## config.mk

```make
export PLATFORM = sky130hd
export DESIGN_NAME = wbm_cmd_master
export DESIGN_NICKNAME = d
export VERILOG_FILES = /design/src/rtl/wbm_cmd_master_pkg.sv /design/src/rtl/wb_timeout.sv /design/src/rtl/wbm_cmd_master.sv
export SDC_FILE = /design/constraint.sdc
export NUM_CORES = 1
export LEC_CHECK = 0
export CAP_MARGIN = 20
export CORE_MARGIN = 5
export CORE_UTILIZATION = 42
export CTS_BUF_LIST = sky130_fd_sc_hd__clkbuf_2
export DETAILED_ROUTE_END_ITERATION = 10
export GPL_TIMING_DRIVEN = 0
export PLACE_DENSITY = 0.89
export SLEW_MARGIN = 20
export SYNTH_ARGS = -nofsm -noshare
export SYNTH_HDL_FRONTEND = slang
export SYNTH_SLANG_ARGS = --single-unit
```

## constraint.sdc

```tcl
create_clock -name wb_clk_i -period 1.9 [get_ports wb_clk_i]
set_input_delay 0.19 -clock wb_clk_i [delete_from_list [all_inputs] [get_ports wb_clk_i]]
set_output_delay 0.19 -clock wb_clk_i [all_outputs]
set_load 0.1 [all_outputs]
```

## src/rtl/wbm_cmd_master_pkg.sv

```systemverilog
// Shared definitions for the Wishbone command masters: FSM state
// encodings and the default abort timeout.
package wbm_cmd_master_pkg;

   localparam logic [1:0] S_IDLE = 2'd0;
   localparam logic [1:0] S_REQ  = 2'd1;
   localparam logic [1:0] S_WAIT = 2'd2;
   localparam logic [1:0] S_RESP = 2'd3;

   localparam int unsigned DEFAULT_TIMEOUT = 32'd255;

endpackage

```

## src/rtl/wb_timeout.sv

```systemverilog
// Saturating cycle counter used to abort bus transactions whose slave
// never acknowledges. The count is cleared on clr_i, advances on en_i,
// sticks at MAX, and expired_o flags that it has reached MAX.
module wb_timeout #(
   parameter int unsigned MAX   = 32'd255,
   parameter int unsigned CNT_W = $clog2(MAX + 32'd1)
) (
   input  logic clk_i,
   input  logic rst_ni,
   input  logic clr_i,
   input  logic en_i,
   output logic expired_o
);

   localparam logic [CNT_W-1:0] CNT_MAX = CNT_W'(MAX);
   localparam logic [CNT_W-1:0] CNT_ONE = CNT_W'(1);

   logic [CNT_W-1:0] cnt_q;
   logic [CNT_W-1:0] cnt_d;

   // Next count: clear wins, otherwise increment until saturated.
   always_comb begin
      cnt_d = cnt_q;
      if (clr_i) begin
         cnt_d = {CNT_W{1'b0}};
      end else if (en_i && (cnt_q != CNT_MAX)) begin
         cnt_d = cnt_q + CNT_ONE;
      end else begin
         cnt_d = cnt_q;
      end
   end

   // Counter register.
   always_ff @(posedge clk_i or negedge rst_ni) begin
      if (!rst_ni) begin
         cnt_q <= {CNT_W{1'b0}};
      end else begin
         cnt_q <= cnt_d;
      end
   end

   assign expired_o = (cnt_q == CNT_MAX);

endmodule

```

## src/rtl/wbm_cmd_master.sv

```systemverilog
// Wishbone B4 pipelined master: one command in, one single-beat bus
// transaction out, one response back. Only one transaction is in flight.
// All outputs come from flops or from a decode of the state register, so
// no input reaches an output combinationally.
module wbm_cmd_master
   import wbm_cmd_master_pkg::*;
#(
   parameter int unsigned ADDR_W  = 32'd16,
   parameter int unsigned DATA_W  = 32'd32,
   parameter int unsigned SEL_W   = DATA_W / 32'd8,
   parameter int unsigned TIMEOUT = DEFAULT_TIMEOUT
) (
   input  logic              wb_clk_i,
   input  logic              wb_rst_ni,
   input  logic              cmd_valid_i,
   output logic              cmd_ready_o,
   input  logic              cmd_we_i,
   input  logic [SEL_W-1:0]  cmd_sel_i,
   input  logic [ADDR_W-1:0] cmd_adr_i,
   input  logic [DATA_W-1:0] cmd_dat_i,
   output logic              rsp_valid_o,
   input  logic              rsp_ready_i,
   output logic [DATA_W-1:0] rsp_dat_o,
   output logic              rsp_err_o,
   output logic              wb_cyc_o,
   output logic              wb_stb_o,
   input  logic              wb_stall_i,
   input  logic              wb_ack_i,
   output logic              wb_we_o,
   output logic [SEL_W-1:0]  wb_sel_o,
   output logic [ADDR_W-1:0] wb_adr_o,
   output logic [DATA_W-1:0] wb_dat_o,
   input  logic [DATA_W-1:0] wb_dat_i
);

   logic [1:0]        state_q,   state_d;
   logic              we_q,      we_d;
   logic [SEL_W-1:0]  sel_q,     sel_d;
   logic [ADDR_W-1:0] adr_q,     adr_d;
   logic [DATA_W-1:0] dat_q,     dat_d;
   logic [DATA_W-1:0] rsp_dat_q, rsp_dat_d;
   logic              rsp_err_q, rsp_err_d;

   logic              tmo_clr_s;
   logic              tmo_en_s;
   logic              tmo_expired_s;

   wb_timeout #(
      .MAX (TIMEOUT)
   ) u_timeout (
      .clk_i     (wb_clk_i),
      .rst_ni    (wb_rst_ni),
      .clr_i     (tmo_clr_s),
      .en_i      (tmo_en_s),
      .expired_o (tmo_expired_s)
   );

   // Transaction FSM: next state, command latch and response capture.
   always_comb begin
      state_d   = state_q;
      we_d      = we_q;
      sel_d     = sel_q;
      adr_d     = adr_q;
      dat_d     = dat_q;
      rsp_dat_d = rsp_dat_q;
      rsp_err_d = rsp_err_q;
      tmo_clr_s = 1'b0;
      tmo_en_s  = 1'b0;
      case (state_q)
         S_IDLE: begin
            if (cmd_valid_i) begin
               we_d      = cmd_we_i;
               sel_d     = cmd_sel_i;
               adr_d     = cmd_adr_i;
               dat_d     = cmd_dat_i;
               tmo_clr_s = 1'b1;
               state_d   = S_REQ;
            end else begin
               state_d = S_IDLE;
            end
         end
         S_REQ: begin
            tmo_en_s = 1'b1;
            // An ack here is spurious, so expiry alone decides the abort.
            if (tmo_expired_s) begin
               rsp_dat_d = {DATA_W{1'b0}};
               rsp_err_d = 1'b1;
               state_d   = S_RESP;
            end else if (!wb_stall_i) begin
               state_d = S_WAIT;
            end else begin
               state_d = S_REQ;
            end
         end
         S_WAIT: begin
            tmo_en_s = 1'b1;
            // A late ack arriving on the expiry cycle still completes normally.
            if (wb_ack_i) begin
               rsp_dat_d = we_q ? {DATA_W{1'b0}} : wb_dat_i;
               rsp_err_d = 1'b0;
               state_d   = S_RESP;
            end else if (tmo_expired_s) begin
               rsp_dat_d = {DATA_W{1'b0}};
               rsp_err_d = 1'b1;
               state_d   = S_RESP;
            end else begin
               state_d = S_WAIT;
            end
         end
         S_RESP: begin
            if (rsp_ready_i) begin
               state_d = S_IDLE;
            end else begin
               state_d = S_RESP;
            end
         end
         default: begin
            state_d = S_IDLE;
         end
      endcase
   end

   // State, bus request and response registers.
   always_ff @(posedge wb_clk_i or negedge wb_rst_ni) begin
      if (!wb_rst_ni) begin
         state_q   <= S_IDLE;
         we_q      <= 1'b0;
         sel_q     <= {SEL_W{1'b0}};
         adr_q     <= {ADDR_W{1'b0}};
         dat_q     <= {DATA_W{1'b0}};
         rsp_dat_q <= {DATA_W{1'b0}};
         rsp_err_q <= 1'b0;
      end else begin
         state_q   <= state_d;
         we_q      <= we_d;
         sel_q     <= sel_d;
         adr_q     <= adr_d;
         dat_q     <= dat_d;
         rsp_dat_q <= rsp_dat_d;
         rsp_err_q <= rsp_err_d;
      end
   end

   assign cmd_ready_o = (state_q == S_IDLE);
   assign wb_cyc_o    = (state_q == S_REQ) || (state_q == S_WAIT);
   assign wb_stb_o    = (state_q == S_REQ);
   assign rsp_valid_o = (state_q == S_RESP);
   assign rsp_dat_o   = rsp_dat_q;
   assign rsp_err_o   = rsp_err_q;
   assign wb_we_o     = we_q;
   assign wb_sel_o    = sel_q;
   assign wb_adr_o    = adr_q;
   assign wb_dat_o    = dat_q;

endmodule

```

After elaboration in Yosys (flattened, before gate mapping):

Cells that the tools add are included.

* logic and storage cells: 40
* input port bits: 91
* output and inout bits: 90
* register bits: 96

* add/subtract/negate cells: 1
* equal/unequal tests: 5
* mux-type cells: 19
* reduce and logical (&&, ||, !) cells: 7

Operator list (count)
* $mux 32: 3
* $pmux 32 s2: 1
* $mux 8: 2
* $add 8x1->8 const B: 1
* $eq 8x8->1 const B: 1
* $mux 1: 8
* $ne 8x8->1 const B: 1
* $pmux 2 s4: 1
* $mux 2: 3
* $eq 2x2->1 const B: 2
* $reduce_bool 2->1: 2
* $eq 2x1->1 const B: 1
* $logic_not 2->1: 1
* $pmux 1 s2: 1
* $reduce_and 2->1: 1
* $reduce_or 2->1: 1
* $logic_and 1x1->1: 1
* $logic_or 1x1->1: 1

Depth between registers and ports, before layout:

* depth after elaboration: 6
* depth in mapped cells: 8
* depth with buffers taken out: 6

Modules after synthesis:

From an unflattened synthesis, not the netlist that was laid out.

* cells, all modules: 327
* area total of the unflattened synthesis: 4051.4 um^2

By module, submodules not included
* wbm_cmd_master: area each 3582.2 um^2, sequential area each 2202.1 um^2, cells an instance 280, times used 1
* wb_timeout: area each 469.2 um^2, sequential area each 200.2 um^2, cells an instance 47, times used 1

Worst setup path after synthesis:

Ideal clock, no wire load.

* path kind: register to register
* start point: reg state_q[0]
* end point: reg u_timeout.cnt_q[5]
* arrival time: 2.257 ns
* buffers on the path: 1
* library setup time: 0.078 ns
* slack: -0.435 ns
* cell stages (with the launch flop): 8
* period minus slack after synthesis: 2.335 ns
* required time: 1.822 ns
* cells stage by stage: dfrtp_1 > inv_1 > ha_1 > buf_6 > and4_4 > nand3_1 > or3_1 > a21oi_1

* word-level cells in the longest chain between the ends: 5
* elaborated cells on any way between the ends: 9
* classes of those cells: eq/ne (2); mux (3); reduce/logical (4)

Ends and longest elaborated chain
* start, declared: line wbm_cmd_master.sv:36 `logic [1:0] state_q, state_d;`
* start signal, assigned: line wbm_cmd_master.sv:134 `state_q <= state_d;`
* $eq 2x1->1 / $eq 2x2->1 (equally long branches): line wbm_cmd_master.sv:69 `case (state_q)`
* $reduce_or 2->1 (no source line)
* $mux 1: line wbm_cmd_master.sv:69
* $logic_and 1x1->1: line wb_timeout.sv:26 `end else if (en_i && (cnt_q != CNT_MAX)) begin`
* $reduce_bool 2->1 (no source line)
* end signal, assigned: line wb_timeout.sv:36 `cnt_q <= {CNT_W{1'b0}};`
* end signal, assigned: line wb_timeout.sv:38 `cnt_q <= cnt_d;`
* end, declared: line wb_timeout.sv:18 `logic [CNT_W-1:0] cnt_q;`

Several ways; a longest one is shown, not always the timed one.
A chain may end at the register's enable or synchronous reset.

Worst setup path after layout:

* start point: reg we_q (netlist: wb_we_o)
* end point: out wb_we_o

RTL lines
* start, declared: line wbm_cmd_master.sv:37 `logic we_q, we_d;`
* start signal, assigned: line wbm_cmd_master.sv:135 `we_q <= we_d;`
* end, declared: line wbm_cmd_master.sv:29 `output logic wb_we_o,`

No word-level cell between the ends.

==> summary.txt <==
STA
  – FMAX: 555 MHz
  – Minimum clock period: 1.80 ns
  – Setup-failing EPs final: 0
  – Final Max Tran Viols: 0
  – Fin crit share: 94.8%
  – RSZ-0062 raised after global routing: no
  – Clock Skew: ~0.031 ns
  – Final hold violations: 0
  – Relative slew slack: between 60% and 70%
  – Worst-Margin Slew: 0.571 ns

Cells and area
  – Most frequent cells in the layout: nand2_1, dfrtp_1, clkdlybuf4s50_1
  – Final Non-Filler Cells: 670
  – Filler instances: 671
  – Commonest non-fill, non-tap cell in the layout: nand2_1
  – Share of cells above drive strength 1: 22.8%
  – Register cell area after layout: 0.00240 mm^2
  – Area Overhead vs Synth: 59.7%
  – Number of antenna cells inserted: 0
  – Layout Nets: about 650
  – Area of the multi-input gates: roughly 0.0013 mm^2

Setup path
  – Worst Path Max Fanout: 4
  – Slowest CP cell: clkdlybuf4s15_2
  – CP startpoint kind: flip-flop
  – Critical path, cell by cell: clkdlybuf4s15_2
  – WP data required: roughly 1.7 ns
  – Crit path depth: 1
  – Worst path max stage delay: 0.60 ns
  – Critical Path AT: about 1.6 ns
  – Worst path bufs/invs: 1
  – Kind of cell adding the most delay to the critical path: buffers and inverters
  – Crit. End Element: output pin
  – Setup CP Type: reg2out
  – Worst flop-to-flop path startpoint: state_q[1]$_DFF_PN0_
  – R2R depth: 7
  – Crit. Startpoint: wb_we_o$_DFFE_PN0P_

Floorplan
  – Row cnt: 34
  – Die area: 0.0110 mm^2
  – I/O pin total: approximately 180
  – Effective utilization at floorplan: roughly 43%
  – Die Ht: 105 um
  – Core Region: approximately 0.0088 mm^2
  – Die width: about 100 um

Logic synthesis
  – Synth top area cells: dfrtp_1, nand2_1, a22o_1
  – Post-synthesis xor/xnor area fraction: less than 1%
  – Synth Area in Adders: 1.65%
  – Syn Nets: around 460
  – Flops & latches, synth: between 90 and 100
  – YS warnings: 0
  – Register area share after synthesis: a little under two thirds
  – Mapped Avg Cell Area: approximately 10 um^2
  – Post-synth top area share: 63.5%
  – Simple-gate share of the synthesized area: a little over 20%
  – Cells after Synth: 365
  – Post-synth top area cell: dfrtp_1
  – Compound-Gate Fraction of Synth Area: 10.8%
  – Multiplexer share of the synthesized area: 0%
  – Largest family of logic cells by synthesized area: simple AND/OR/NAND/NOR gates
  – Netlist cell types: 33
  – Post-synthesis cell area: between 0.003 and 0.004 mm^2

Place
  – Detailed Place HPWL: 8.48 mm
  – Final Wtd Congestion: 0.786
  – DP Cell Count: roughly 650
  – PortBufs: 180

Detailed routing
  – Met2 routed WL: between 5 and 6 mm
  – Metal3 WL: 975 um
  – Routed WL per cell: between 15 and 20 um
  – Post-detailed-route DRC marker count: 0
  – Wl on met1: 4.51 mm
  – DR iter-0 viols: 96
  – Routed WL: roughly 11 mm
  – Highest metal used: met4
  – DRT Pass-1 Iters: 4
  – Vias/cell: ~4.9
  – DRT antenna net count: 0
  – Vias post-DR: about 3300

Global route
  – Grt ovf: 0
  – Initial antenna violation count: 0
  – Largest net degree at the start of global routing: between 50 and 60
  – First-pass GRT wire length: 18.0 mm
  – Vias in the first global route: 3485
  – Total GRT Usage: between 15 and 20%

CTS
  – Clock buffer depth: 2
  – CTS tree: built
  – Clock-pin slew on the worst setup and hold paths: around 0.26 ns
  – Clk_lat worst skew: around 0.51 ns
  – Clk sink count: 96
  – CTS root buffer: clkbuf_2
  – Cts bufs inserted: 9
  – H-tree depth: 3

Hold path
  – Worst min path class: in2async

Outcome
  – Status: completed

Flow run
  – Maxcap violations: 0
[area by class of cell]
type	instances	area share, %
Inverter	3	0.187
Timing Repair Buffer	183	32.2
Clock inverter	6	1.80
Clock buffer	9	0.746
Multi-Input combinational cell	245	21.0
Sequential cell	96	39.8
Buffer	20	1.97
Tap cell	108	2.24
[per-stage QoR]
| step | utilization [%] | hold WS (ns) | cell area [um^2] | setup WS (ns) | setup TNS (ns) |
|---|---|---|---|---|---|
| 5_1_grt | 68.9 | 0.0943 | 6040 | 0.000553 | 0 |
| 4_1_cts | 68.7 | 0.0827 | 6020 | 0.0217 | 0 |
| 3_5_place_dp | 65.7 | 0.133 | 5760 | -0.194 | -0.540 |
| 3_3_place_gp | 65.4 | 0.457 | 5730 | -2.78 | -266.69 |
| 6_report | 68.9 | 0.111 | 6040 | 0.0995 | 0 |
| 2_1_floorplan | - | -0.106 | 3790 | 0.00534 | 0 |
[cells by family after synthesis]
group / after synthesis
AOI/OAI and AO/OA: 52
xor gates and xnor gates: 2
adders and majority gates: 5
buffers and inverters: 24
DFF: 96
and+or+nand+nor: 186
[cell usage after synthesis]
cell type,n
nor3_1,2
nor2_4,1
nand4_1,1
a22o_1,31
a2111oi_0,1
and4b_1,1
a32o_1,1
xnor2_1,1
and4_1,1
a311oi_1,1
nor2b_1,3
or3_1,1
clkbuf_1,12
nor4b_1,1
inv_1,3
buf_2,5
nand3_1,4
o21ai_0,5
xor2_1,1
nor2_1,5
buf_6,4
dfrtp_1,96
ha_1,5
and4_4,1
a211oi_1,1
a31oi_1,1
a21oi_1,8
a21boi_0,1
and2_1,2
o21ai_4,1
nand2_1,162
nand4_2,1
o31ai_1,1
[final timing paths]
path                                                       end  slack (ns)
max in group asynchronous             wb_dat_o[27]$_DFFE_PN0P_        1.17
worst max-delay path                                   wb_we_o         0.1
min in group wb_clk_i                  wb_dat_o[9]$_DFFE_PN0P_        0.16
worst min-delay path                   wb_dat_o[7]$_DFFE_PN0P_        0.11
worst max register to register  u_timeout.cnt_q[5]$_DFFE_PN0P_        0.12
worst min register to register        wb_dat_o[17]$_DFFE_PN0P_        0.51
[worst register-to-register path: stages (launching register included)]
cell and delay, ns:
dfrtp_1 0.42, inv_1 0.09, ha_4 0.28, buf_6 0.13, and4_4 0.27, nand3_1 0.10
or3_1 0.33, a21oi_2 0.12
[sequential cells by signal (all words and copies together) (netlist names)]
| name | flops |
|---|---|
| wb_we_o | 1 |
| state_q | 2 |
| u_timeout.cnt_q | 8 |
| wb_adr_o | 16 |
| rsp_dat_o | 32 |
| wb_dat_o | 32 |
| rsp_err_o | 1 |
| wb_sel_o | 4 |
[repair_timing]
action                                  CTS  global route
gates cloned                              0             0
gates resized for setup                 281            12
endpoints found under the hold margin    96             0
buffers inserted                          0             1
hold buffers                              1             0
pin swaps                                 0             1
endpoints found under the setup margin   90            45
[per-layer routing]
metal / vias to the layer above / GRT usage, %
met5: - / 0
met4: 0 / 4.93
met3: 7 / 6.47
met2: 124 / 33.8
met1: 1593 / 24.7
li1: 1592 / -
Power is left out: the tool's default activity adds up to more than one toggle a clock period on the data nets, which glitch-free logic cannot reach.
